$ cat src/rtl/if_stage_if.sv
// Bundle of the IF stage: instruction-memory handshake, EX redirect and IF/ID outputs.
// The master side is the fetch stage; the slave side is memory plus the pipeline behind it.
interface if_stage_if;
   logic        stall;
   logic        redirect;
   logic [31:0] redirect_pc;
   logic        imem_req;
   logic [31:0] imem_addr;
   logic        imem_ack;
   logic [31:0] imem_rdata;
   logic        if_valid;
   logic [31:0] if_pc;
   logic [31:0] if_instr;

   modport master (
      input  stall, redirect, redirect_pc, imem_ack, imem_rdata,
      output imem_req, imem_addr, if_valid, if_pc, if_instr
   );

   modport slave (
      output stall, redirect, redirect_pc, imem_ack, imem_rdata,
      input  imem_req, imem_addr, if_valid, if_pc, if_instr
   );
endinterface

$ cat src/rtl/if_stage.sv
// Instruction fetch stage: one outstanding request, output register O plus a one-entry
// skid register S so that a stall never loses or duplicates a fetched instruction.
module if_stage #(
   parameter logic [31:0] RESET_PC = 32'h0000_0000
) (
   input  logic      clk,
   input  logic      rst_n,
   if_stage_if.master bus
);

   typedef enum logic [1:0] {
      ST_IDLE    = 2'b00,
      ST_FETCH   = 2'b01,
      ST_DISCARD = 2'b10
   } state_t;

   state_t      r_state;
   state_t      w_state_nxt;
   logic [31:0] r_fetch_pc;
   logic [31:0] r_req_addr;
   logic        r_if_valid;
   logic [31:0] r_if_pc;
   logic [31:0] r_if_instr;
   logic        r_s_valid;
   logic [31:0] r_s_pc;
   logic [31:0] r_s_instr;

   logic        w_req;
   logic        w_accept;
   logic        w_consume;
   logic [31:0] w_redirect_pc;

   assign w_req         = (r_state == ST_FETCH) & ~r_s_valid;
   assign w_accept      = w_req & bus.imem_ack & ~bus.redirect;
   assign w_consume     = r_if_valid & ~bus.stall & ~bus.redirect;
   assign w_redirect_pc = bus.redirect_pc & 32'hFFFF_FFFC;

   assign bus.imem_req  = w_req;
   // Outside FETCH the address of the abandoned-but-outstanding request stays visible.
   assign bus.imem_addr = (r_state == ST_FETCH) ? r_fetch_pc : r_req_addr;
   assign bus.if_valid  = r_if_valid;
   assign bus.if_pc     = r_if_pc;
   assign bus.if_instr  = r_if_instr;

   // Next-state logic for the fetch controller.
   always_comb begin
      w_state_nxt = r_state;
      case (r_state)
         ST_IDLE: begin
            w_state_nxt = ST_FETCH;
         end
         ST_FETCH: begin
            if (bus.redirect && w_req && !bus.imem_ack) begin
               w_state_nxt = ST_DISCARD;
            end else begin
               w_state_nxt = ST_FETCH;
            end
         end
         ST_DISCARD: begin
            if (bus.imem_ack) begin
               w_state_nxt = ST_FETCH;
            end else begin
               w_state_nxt = ST_DISCARD;
            end
         end
         default: begin
            w_state_nxt = ST_IDLE;
         end
      endcase
   end

   // State register.
   always_ff @(posedge clk or negedge rst_n) begin
      if (!rst_n) begin
         r_state <= ST_IDLE;
      end else begin
         r_state <= w_state_nxt;
      end
   end

   // Fetch address and the address of the request currently on the bus.
   always_ff @(posedge clk or negedge rst_n) begin
      if (!rst_n) begin
         r_fetch_pc <= RESET_PC;
         r_req_addr <= RESET_PC;
      end else begin
         if (bus.redirect) begin
            r_fetch_pc <= w_redirect_pc;
         end else if (w_accept) begin
            r_fetch_pc <= r_fetch_pc + 32'd4;
         end else begin
            r_fetch_pc <= r_fetch_pc;
         end
         if (w_req) begin
            r_req_addr <= r_fetch_pc;
         end else begin
            r_req_addr <= r_req_addr;
         end
      end
   end

   // Output register O and skid register S.
   always_ff @(posedge clk or negedge rst_n) begin
      if (!rst_n) begin
         r_if_valid <= 1'b0;
         r_if_pc    <= 32'h0000_0000;
         r_if_instr <= 32'h0000_0013;
         r_s_valid  <= 1'b0;
         r_s_pc     <= 32'h0000_0000;
         r_s_instr  <= 32'h0000_0000;
      end else if (bus.redirect) begin
         r_if_valid <= 1'b0;
         r_s_valid  <= 1'b0;
      end else if (w_accept) begin
         // S is always empty here because a full S blocks the request.
         if (!r_if_valid || w_consume) begin
            r_if_valid <= 1'b1;
            r_if_pc    <= r_fetch_pc;
            r_if_instr <= bus.imem_rdata;
         end else begin
            r_s_valid  <= 1'b1;
            r_s_pc     <= r_fetch_pc;
            r_s_instr  <= bus.imem_rdata;
         end
      end else if (w_consume) begin
         if (r_s_valid) begin
            r_if_valid <= 1'b1;
            r_if_pc    <= r_s_pc;
            r_if_instr <= r_s_instr;
            r_s_valid  <= 1'b0;
         end else begin
            r_if_valid <= 1'b0;
         end
      end else begin
         r_if_valid <= r_if_valid;
         r_s_valid  <= r_s_valid;
      end
   end

endmodule

$ cat src/flat_wrapper.sv
// flat-port wrapper written by rule: the top's interface ports become plain ports
module if_stage_flat 
#(
   parameter logic [31:0] RESET_PC = 32'h0000_0000
)
  (clk, rst_n, bus_stall, bus_redirect, bus_redirect_pc, bus_imem_ack, bus_imem_rdata, bus_imem_req, bus_imem_addr, bus_if_valid, bus_if_pc, bus_if_instr);
  if_stage_if bus_i ();
  input  logic clk;
  input  logic rst_n;
  input wire logic [$bits(bus_i.stall)-1:0] bus_stall;
  input wire logic [$bits(bus_i.redirect)-1:0] bus_redirect;
  input wire logic [$bits(bus_i.redirect_pc)-1:0] bus_redirect_pc;
  input wire logic [$bits(bus_i.imem_ack)-1:0] bus_imem_ack;
  input wire logic [$bits(bus_i.imem_rdata)-1:0] bus_imem_rdata;
  output wire logic [$bits(bus_i.imem_req)-1:0] bus_imem_req;
  output wire logic [$bits(bus_i.imem_addr)-1:0] bus_imem_addr;
  output wire logic [$bits(bus_i.if_valid)-1:0] bus_if_valid;
  output wire logic [$bits(bus_i.if_pc)-1:0] bus_if_pc;
  output wire logic [$bits(bus_i.if_instr)-1:0] bus_if_instr;
  assign bus_i.stall = bus_stall;
  assign bus_i.redirect = bus_redirect;
  assign bus_i.redirect_pc = bus_redirect_pc;
  assign bus_i.imem_ack = bus_imem_ack;
  assign bus_i.imem_rdata = bus_imem_rdata;
  assign bus_imem_req = bus_i.imem_req;
  assign bus_imem_addr = bus_i.imem_addr;
  assign bus_if_valid = bus_i.if_valid;
  assign bus_if_pc = bus_i.if_pc;
  assign bus_if_instr = bus_i.if_instr;
  if_stage #(.RESET_PC(RESET_PC)) u_core (.clk(clk), .rst_n(rst_n), .bus(bus_i));
endmodule
$ cat config.mk
export PLATFORM = sky130hd
export DESIGN_NAME = if_stage_flat
export DESIGN_NICKNAME = d
export VERILOG_FILES = /design/src/rtl/if_stage_if.sv /design/src/rtl/if_stage.sv /design/src/flat_wrapper.sv
export SDC_FILE = /design/constraint.sdc
export NUM_CORES = 1
export LEC_CHECK = 0
export CORE_UTILIZATION = 29
export CTS_BUF_LIST = sky130_fd_sc_hd__clkbuf_4 sky130_fd_sc_hd__clkbuf_8
export CTS_CLUSTER_DIAMETER = 60
export DETAILED_ROUTE_END_ITERATION = 8
export GPL_TIMING_DRIVEN = 0
export PLACE_DENSITY = 0.56
export SETUP_SLACK_MARGIN = 0.3
export SYNTH_ARGS = -nofsm -noshare
export SYNTH_HDL_FRONTEND = slang
export SYNTH_SLANG_ARGS = --single-unit
$ cat constraint.sdc
create_clock -name clk -period 2.35 [get_ports clk]
set_input_delay 0.705 -clock clk [delete_from_list [all_inputs] [get_ports clk]]
set_output_delay 0.705 -clock clk [all_outputs]
set_load 0.01 [all_outputs]
### Word-level counts from Yosys, hierarchy flattened

Cells that the tools add are included.

* multiplexer cells: 23
* reductions and logical operators: 14
* equal/unequal tests: 5
* add/subtract/negate cells: 1
* shift-type cells: 0
* multipliers: 0
* bitwise operators: 9
* magnitude comparators: 0
* div/mod/pow operators: 0

Operator list (count)
* 32-bit two-way mux: 11
* 32-bit by 3-bit adder with 32-bit output (second input constant): 1
* 1-bit two-way mux: 9
* 3-bit inequality test (second input constant): 2
* 2-bit one-hot mux with 3 select lines: 1
* 2-bit nonzero test: 3
* 1-bit bitwise AND: 5
* 2-bit two-way mux: 2
* 1-bit inverter: 4
* 2-bit AND reduction: 2
* 4-bit AND reduction: 1
* 3-bit AND reduction: 1
* 3-bit nonzero test: 1
* 2-bit by 1-bit equality test with 1-bit output (second input constant): 1
* 2-bit equality test (second input constant): 1
* 1-bit logical AND: 2
* 1-bit zero test: 2
* 2-bit zero test: 1
* 2-bit inequality test (second input constant): 1
* 1-bit logical OR: 1

* bits in latches: 0
* memories: 0
* memory bits (read-only): 0
* register bits after elaboration: 196
* input port bits: 69
* bits in writable memories: 0

### Longest topological paths before layout

* word-level depth: 7
* gate-level depth with buffers: 8
* gate-level depth less buffers: 5

### Worst setup path before layout

Ideal clock, no wire load.

* path kind: input to register
* from: in bus_imem_ack
* to: reg u_core.r_fetch_pc[28]
* buffers on the path: 1
* slack: 0.164 ns
* stages: 5
* data required time: 2.268 ns
* data arrival time: 2.104 ns
* library setup time: 0.082 ns
* path through: nand4bb_1 buf_2 or4_4 or4_1 a31oi_1

* longest elaborated chain between the ends: 3

RTL lines
* from (decl): line flat_wrapper.sv:13 `input wire logic [$bits(bus_i.imem_ack)-1:0] bus_imem_ack;`
* 1-bit bitwise AND (2 in a row): line if_stage.sv:34 `assign w_accept = w_req & bus.imem_ack & ~bus.redirect;`
* 2-bit nonzero test (no line)
* to (signal assigned): line if_stage.sv:88 `r_fetch_pc <= w_redirect_pc;`
* to (signal assigned): line if_stage.sv:90 `r_fetch_pc <= r_fetch_pc + 32'd4;`
* to (signal assigned): line if_stage.sv:92 `r_fetch_pc <= r_fetch_pc;`
* to (decl): line if_stage.sv:19 `logic [31:0] r_fetch_pc;`

No other way between the ends.
A chain may end at the register's enable or synchronous reset.

### Final worst setup path

* from: reg u_core.r_state[1]
* to: out bus_imem_addr[15]

* longest elaborated chain between the ends: 2

RTL lines
* from (decl): line if_stage.sv:17 `state_t r_state;`
* from (signal assigned): line if_stage.sv:77 `r_state <= w_state_nxt;`
* 2-bit by 1-bit equality test with 1-bit output: line if_stage.sv:40 `assign bus.imem_addr = (r_state == ST_FETCH) ? r_fetch_pc : r_req_addr;`
* 32-bit two-way mux: line if_stage.sv:40
* to (decl): line flat_wrapper.sv:16 `output wire logic [$bits(bus_i.imem_addr)-1:0] bus_imem_addr;`

No other way between the ends.

==> results.toml <==
[run_status]
status = "finished with violations"
violations = "negative setup slack"

[sta]
slew_headroom = 0.5695
hold_viol = 0
finalWorstPathRequiredPeriod_ns = 2.544
slew_viol_final = 0
setup_violations = 29
tightest_slew_ns = 0.6458
fmax_mhz = 393.1
fin_ws_ns = -0.1939
rsz0062_at_grt = "yes"
skew_ns = 0.02332
min_period_over_period = 1.083

[cells_and_area]
area_growth_pct = 37.63
fin_cells = 1382
diodes = 0
multiInputGateArea_mm2 = 0.003822
nets = 1049
n_fill_cell = 2895
seq_area_mm2 = 0.004715
layout-drive-gt1-share = 0.3085

[place]
portBuffers = 159
post-dp-hpwl_mm = 16.29
place_inst = 1313
routabilityCongestion = 0.7606
place_ws_ns = -1.053

[critical_path]
crit_type = "register to primary output"
crit_arrival_ns = 1.84
start_kind = "register"
critPathCaptureType = "primary output"
cp_max_fo = 5
r2r_slack_ns = 0.30
critPathRequiredTime_ns = 1.64

[cts]
clk_latency_ns = 0.48
clk_path_buf_depth = 2
cts_tree = "built"
cts_made_buffers = 17
clock-root-buffer = "clkbuf_8"
clock-sinks = 188
hold_buffers = 0
htree_num_levels = 4
clk_pin_slew_ns = 0.11

[floorplanning]
ios = 167
coreArea_mm2 = 0.02964
start_util = 0.2941
dieHeight_um = 175.4
row_count = 63
die_w_um = 175.4
die_area_mm2 = 0.03075

[power]
p_total_mw = 10.64
cellLeakagePower_nw = 5.253
vdd_ir_drop_max_v = 0.0003420
cellPowerDensity_mw_per_mm2 = 886.7

[detailed_routing]
vias = 6540
drt.antenna.violating_nets = 0
viasPerCell = 4.732
drcViolationCount = 0
drtIter0Drc = 414
drt-pass1-iter-count = 4
wl_mm = 23.91
wire_per_inst_um = 17.30

[logic_synthesis]
avgSynthCellArea_um2 = 11.47
synth_edf_count = 0
synth_flop_cell = "dfrtp_1"
netlist_instances = 760
syn-cell-area_mm2 = 0.008716
synth_area_leaders = "dfrtp_1 53%, mux2_2 16%, mux2i_1 7.2%, o21ai_0 4.5%, nand2_1 3.9%"
synth-seq-cells = 188
yosysSeqAreaShare = 0.5402
yosysWarnings = 0
ys_top_cells_by_count = "185 x dfrtp_1, 120 x mux2_2, 91 x nand2_1, 79 x o21ai_0, 63 x mux2i_1"
yosys.area.top_type = "dfrtp_1"
synth_cell_type_count = 44
synth_top_area_frac = 0.5312
synth_most_common_cell = "dfrtp_1"
synth-async-reset-ratio = 1.000

[global_route]
antenna_found_initial = 0
grt_max_degree = 114
grt_pass1_vias = 6429
grt_pass1_wl_mm = 37.56
overflow = 0
grt_usage = 0.1595

[flow_run]
maxCapViolations = 0

[worst_hold_path]
hold_path_class = "input pin to async pin"
## where the power goes
part,internal (mW),switching (mW),total [mW],leakage (nW)
clock,0.920,1.35,2.27,0.211
combinational,1.98,1.66,3.63,2.70
sequential,4.23,0.507,4.73,2.34
## repair_timing
| action | in CTS | in global routing |
|---|---|---|
| pin swaps | 7 | 9 |
| cloned | 4 | 0 |
| buffers inserted | 18 | 15 |
| hold endpoints to repair | 0 | 0 |
| setup endpoints to repair | 266 | 146 |
| resized for setup | 322 | 63 |
## worst paths after layout
check,cells past startpoint,end,from
max in group asynchronous,2,u_core.r_req_addr[14],rst_n
worst max register to register,6,u_core.r_fetch_pc[28],u_core.r_state[1]
min in group clk,2,u_core.bus.if_instr[24],u_core.bus.if_instr[24]
worst max-delay path,5,bus_imem_addr[15],u_core.r_state[1]
worst min register to register,2,u_core.bus.if_instr[24],u_core.bus.if_instr[24]
worst min-delay path,1,u_core.bus.if_instr[23],rst_n
## flip-flops by register name, summed over array words and instances, names as in the netlist, 2 cells and up
register and cells:
u_core.bus.if_instr 32, u_core.bus.if_pc 30, u_core.r_fetch_pc 30, u_core.r_req_addr 30, u_core.r_s_instr 32, u_core.r_s_pc 30, u_core.r_state 2
## placed cells by master, fill, tap and decap left out, types with 21 or more instances in the layout
master             n
dfrtp_1          180
mux2i_1           63
dlygate4sd2_1     63
mux2_2           109
buf_6             47
clkdlybuf4s50_1   63
buf_4             39
o21ai_0           69
nand2_1           90
clkbuf_8          21
## through the flow
stage | instance area, um^2 | hold slack (ns) | util | TNS [ns]
floorplan | 8765 | 0.4094 | - | 0
global route | 12000 | 0.2146 | 0.4047 | -5.977
global placement | 10840 | 0.4610 | 0.3659 | -1567.80
CTS | 11760 | 0.2065 | 0.3969 | -4.578
detailed placement | 10880 | 0.4691 | 0.3670 | -130.21
finish | 12000 | 0.1971 | 0.4047 | -3.952
## logic make-up after synthesis
logic type	Yosys count	share of synthesized area
adders and majority gates	1	0.001435
AOI/OAI and AO/OA	120	0.07781
and+or+nand+nor	185	0.1061
other	1	0.0004303
xor gates and xnor gates	9	0.009044
buffers and inverters	73	0.03761
DFF	188	0.5402
muxes	183	0.2274
## cell type report
class	count	area share
plain buffers	69	0.05414
inverters	4	0.001252
repair buffers	197	0.1576
flip-flops and latches	188	0.3930
well taps	390	0.04068
clock buffers	18	0.02013
clock inverters	14	0.01450
multi-input cells	502	0.3187
## worst max-delay path, cell delays in order (launching register included)
cell and delay, ns:
dfrtp_1 0.40, nand2b_4 0.16, clkbuf_16 0.17, clkbuf_16 0.16, mux2_4 0.33, buf_6 0.13
## routing by layer
layer  GRT usage  wire length, um
met5           0                0
met1      0.2233            11600
met4     0.04203              378
met3     0.02922              895
met2      0.2525            11030
Power figures use the tool's default switching activity.
==> variant 1: new RTL, config.mk and constraints unchanged <==
Make the reset (`rst_n`) synchronous in 3 clocked blocks.
--- a/src/rtl/if_stage.sv
+++ b/src/rtl/if_stage.sv
@@ -72,3 +72,3 @@
    // State register.
-   always_ff @(posedge clk or negedge rst_n) begin
+   always_ff @(posedge clk) begin
       if (!rst_n) begin
@@ -81,3 +81,3 @@
    // Fetch address and the address of the request currently on the bus.
-   always_ff @(posedge clk or negedge rst_n) begin
+   always_ff @(posedge clk) begin
       if (!rst_n) begin
@@ -102,3 +102,3 @@
    // Output register O and skid register S.
-   always_ff @(posedge clk or negedge rst_n) begin
+   always_ff @(posedge clk) begin
       if (!rst_n) begin
Function: differs if rst_n is asserted again (counterexample within 4 cycles, from zero or initial values and one cycle with rst_n low); with rst_n held inactive, the same outputs for 4 cycles.
==> variant 1 against the unedited design <==
The flow still finishes with violations (setup timing); clock skew is 8.7 ps lower; synthesized cell count is 41% higher; wire length is 24% higher; count of clock-buffer cells in the layout is 1 lower; worst setup slack better by 47 ps; die area is 4.7% lower; sequential cell count stayed put; cell count is 20% higher; final area is 5.1% lower; synthesized area is 4.7% lower; largest cell class is now multi-input combinational cells.
Power is not compared: it rests on default switching activity, and its combinational part moved more than twofold at a synthesized area within 25%.
==> variant 1: results (changes against the unedited design) <==
met1_usage_pct: 27.8  # was 22.3%
r2r_start: "u_core.r_state[1]"  # unchanged
buffers: 281  # was 266
clock_buffers: 17  # was 18
setup_ws_ps: -147  # was -194 ps
buf_share_pct: 21.3  # was 21.2%
rr_worst_depth: 7  # was 6
dpl_cell_area_um2: 10400  # was 10900 um2
ys_async_sr_fraction_pct: 0  # was 100%
post-dp-hpwl_mm: 20.8  # was 16.3 mm
use_met2_pct: 32.6  # was 25.2%
clock_area_share_pct: 3.17  # was 3.46%
avgSynthCellArea_um2: 7.76  # was 11.5 um2
violations: "setup timing"  # unchanged
hold_path_class: "reg -> reg"  # was in -> async
grt_max_degree: 19  # was 114
seq_share_pct: 33.1  # was 39.3%
yosys-top-cells-area: "dfxtp_1 45%, nand2_1 15%, a311oi_1 6.7%"  # was dfrtp_1 53%, mux2_2 16%, mux2i_1 7.2%
ys_types: 52  # was 44
r2r_slack_ps: 390  # was 300 ps
multi_input_area_um2: 4310  # was 3820 um2
gp_congestion: 0.830  # was 0.761
placedCellCount: 1610  # was 1313
worstPathMaxFanout: 6  # was 5
layout-drive-gt1-share_pct: 16.6  # was 30.8%
fin_skew_ps: 14.6  # was 23.3 ps
wirelength_mm: 29.6  # was 23.9 mm
status: "finished with violations"  # unchanged
wl_per_cell_um: 17.8  # was 17.3 um
synthAdderAreaFrac_pct: 0.151  # was 0.144%
first_iter_violations: 713  # was 414
synth_flop_cell: "dfxtp_1"  # was dfrtp_1
setup_viol: 31  # was 29
nFillCells: 2888  # was 2895
nMultiInputCombCells: 770  # was 502
antenna_found_initial: 1  # was 0
[variant 1: cell count changes in the layout (fill, tap and decap cells not counted), moves of 23 or more]
cell	unedited run	this run
a21oi_1	5	107
mux2_2	109	0
dfrtp_1	180	0
o21ai_0	69	27
nor2_1	20	72
nor3_1	2	25
mux2i_1	63	1
dfxtp_1	0	184
a311oi_1	0	64
nand2_1	90	316
[variant 1: metrics by stage]
| step | setup TNS, ps | worst slack [ps] | power [mW] |
|---|---|---|---|
| after floorplan | 0 | 326 | 3.93 |
| after global placement | -112170 | -850 | 4.46 |
| after detailed placement | -112990 | -865 | 4.47 |
| after CTS | -3270 | -171 | 6.63 |
| after global routing | -4480 | -199 | 6.90 |
| final | -2460 | -147 | 6.64 |
[variant 1: timing repair]
item                                    4_1_cts  5_1_grt
pin swaps                                     3        5
endpoints found under the setup margin      251      147
setup buffers                                10        4
gates resized for setup                     341       54
cloned                                        1        1
hold buffers                                  0        0
[variant 1: worst min path at each step]
| stage | from | to | slack [ps] | cells past startpoint |
|---|---|---|---|---|
| 5_1_grt | u_core.r_s_pc[14] | u_core.r_s_pc[14] | 470 | 2 |
| 4_1_cts | u_core.r_req_addr[27] | u_core.r_req_addr[27] | 460 | 2 |
| 2_1_floorplan | u_core.r_req_addr[11] | u_core.r_req_addr[11] | 430 | 2 |
| 3_3_place_gp | u_core.r_req_addr[2] | u_core.r_req_addr[2] | 440 | 2 |
| 3_5_place_dp | u_core.r_req_addr[27] | u_core.r_req_addr[27] | 440 | 2 |
| 6_report | u_core.r_s_pc[30] | u_core.r_s_pc[30] | 460 | 2 |
[variant 1: critical path, cell delays in order, from the launching register on]
cell and delay (ps):
dfxtp_2 340, nand2b_4 140, buf_8 130, buf_6 120, clkbuf_16 160, buf_12 130
o21ai_4 160, buf_6 130
==> variant 2: new RTL, same flow settings <==
Without the edit above. Encoding of `state_t`: now one-hot (3 bits for 3 states).
--- a/src/rtl/if_stage.sv
+++ b/src/rtl/if_stage.sv
@@ -10,6 +10,6 @@
 
-   typedef enum logic [1:0] {
-      ST_IDLE    = 2'b00,
-      ST_FETCH   = 2'b01,
-      ST_DISCARD = 2'b10
+   typedef enum logic [2:0] {
+      ST_IDLE    = 3'b001,
+      ST_FETCH   = 3'b010,
+      ST_DISCARD = 3'b100
    } state_t;
Behaviour: no difference found for any inputs over 4 cycles, from zero or initial values and one cycle with rst_n low; so few cycles prove little.
==> variant 2 against the unedited design <==
Final area is 8.4% higher; wire length grew 5.3%; synthesized cell count shrank 1.8%; worst setup slack got worse by 250 ps; sequential cell count increased by 1; the flow still finishes with violations (setup timing); global-route usage grew 0.75 points; register-to-register slack worse by 630 ps; worst hold slack worse by 81 ps; cell count about the same; synthesized area is 1.9% higher; count of clock-buffer cells in the layout is 2 higher; total power rose by 14%; fmax down 8.9%.
==> variant 2: results (changes against the unedited design) <==
synth-xor-area-share_pct: 0.888  # was 0.904%
nMultiInputCombCells: 490  # was 502
grt_util_all_layers_pct: 16.7  # was 16.0%
first_global_vias: 6820  # was 6429
nFillCells: 2813  # was 2895
ys_seq_area_share_pct: 53.3  # was 54.0%
vias_per_cell: 4.76  # was 4.73
nNetsFinal: 1051  # was 1049
violations: "setup timing"  # unchanged
ir_drop_mv: 0.488  # was 0.342 mV
drt-pass1-iter-count: 5  # was 4
r2r-end: "u_core.r_fetch_pc[22]"  # was u_core.r_fetch_pc[28]
post_cts_buffers: 36  # was 18
arrival_ps: 2090  # was 1840 ps
post-place-ws_ps: -761  # was -1050 ps
met1_usage_pct: 22.6  # was 22.3%
setup_viol: 175  # was 29
use_met2_pct: 26.7  # was 25.2%
synthMuxAreaShare_pct: 27.5  # was 22.7%
wl_per_cell_um: 18.2  # was 17.3 um
cts_resized: 391  # was 322
placedCellCount: 1300  # was 1313
vias: 6581  # was 6540
nonClockInverterCount: 8  # was 4
gp_congestion: 0.756  # was 0.761
setup_ws_ps: -442  # was -194 ps
regArea_um2: 4740  # was 4710 um2
dr_wl_met3_mm: 1.38  # was 895 um
yosys-top-cells-area: "dfrtp_1 52%, mux2_2 24%, nand2_1 4.5%"  # was dfrtp_1 53%, mux2_2 16%, mux2i_1 7.2%
wl_met1_mm: 11.3  # was 11.6 mm
rr_worst_depth: 8  # was 6
slew_headroom_pct: 59.9  # was 56.9%
avgSynthCellArea_um2: 11.9  # was 11.5 um2
synth_common_cells: "189 x mux2_2, 185 x dfrtp_1, 107 x nand2_1"  # was 185 x dfrtp_1, 120 x mux2_2, 91 x nand2_1
power_leakage_nw: 6.35  # was 5.25 nW
tns_ps: -26460  # was -3950 ps
fin_skew_ps: 23.7  # was 23.3 ps
status: "finished with violations"  # unchanged
dpl_cell_area_um2: 11200  # was 10900 um2
startpoint: "u_core.r_state[2]"  # was u_core.r_state[1]
buffers: 275  # was 266
clock_buffers: 20  # was 18
wl_met2_mm: 12.1  # was 11.0 mm
netlist_area_um2: 8880  # was 8720 um2
seq_cells: 189  # was 188
grt_first_pass_wirelength_mm: 39.7  # was 37.6 mm
post-dp-hpwl_mm: 16.3  # about the same
synth_compound_area_share_pct: 4.45  # was 7.78%
grt_max_degree: 76  # was 114
first_iter_violations: 360  # was 414
crit_path_top_delay_cell: "dfrtp_1"  # unchanged
layout-drive-gt1-share_pct: 38.2  # was 30.8%
r2r_slack_ps: -330  # was 300 ps
ys_types: 45  # was 44
multi_input_area_share_pct: 33.0  # was 31.9%
grt_use_met3_pct: 3.52  # was 2.92%
syn_to_final_growth_pct: 46.4  # was 37.6%
crit_end: "bus_imem_addr[9]"  # was bus_imem_addr[15]
==> variant 2: cell count changes after synthesis, sizes merged, moves of 4 or more <==
cell | before | now
clkbuf | 43 | 36
mux2i | 63 | 1
a31oi | 16 | 20
nand2 | 91 | 107
nand4 | 15 | 11
inv | 3 | 8
nand3 | 12 | 8
nor2 | 22 | 26
o21ai | 79 | 23
mux2 | 120 | 216
==> variant 2: report_power, final <==
group	leakage, nW	internal [mW]	switching, mW
clock network	0.193	1.01	1.24
registers	2.48	4.12	0.491
logic	3.67	3.05	2.18
total	6.35	8.18	3.91
==> variant 2: worst min-delay path by stage <==
stage,startpoint,end,slack [ps],cells after the start
after floorplan,rst_n,u_core.bus.if_instr[10],410,0
after global placement,u_core.r_req_addr[30],u_core.r_req_addr[30],450,2
after detailed placement,u_core.r_req_addr[23],u_core.r_req_addr[23],460,2
after CTS,rst_n,u_core.r_s_instr[3],100,1
after global routing,rst_n,u_core.r_s_instr[3],100,1
final,rst_n,u_core.r_s_instr[3],120,1
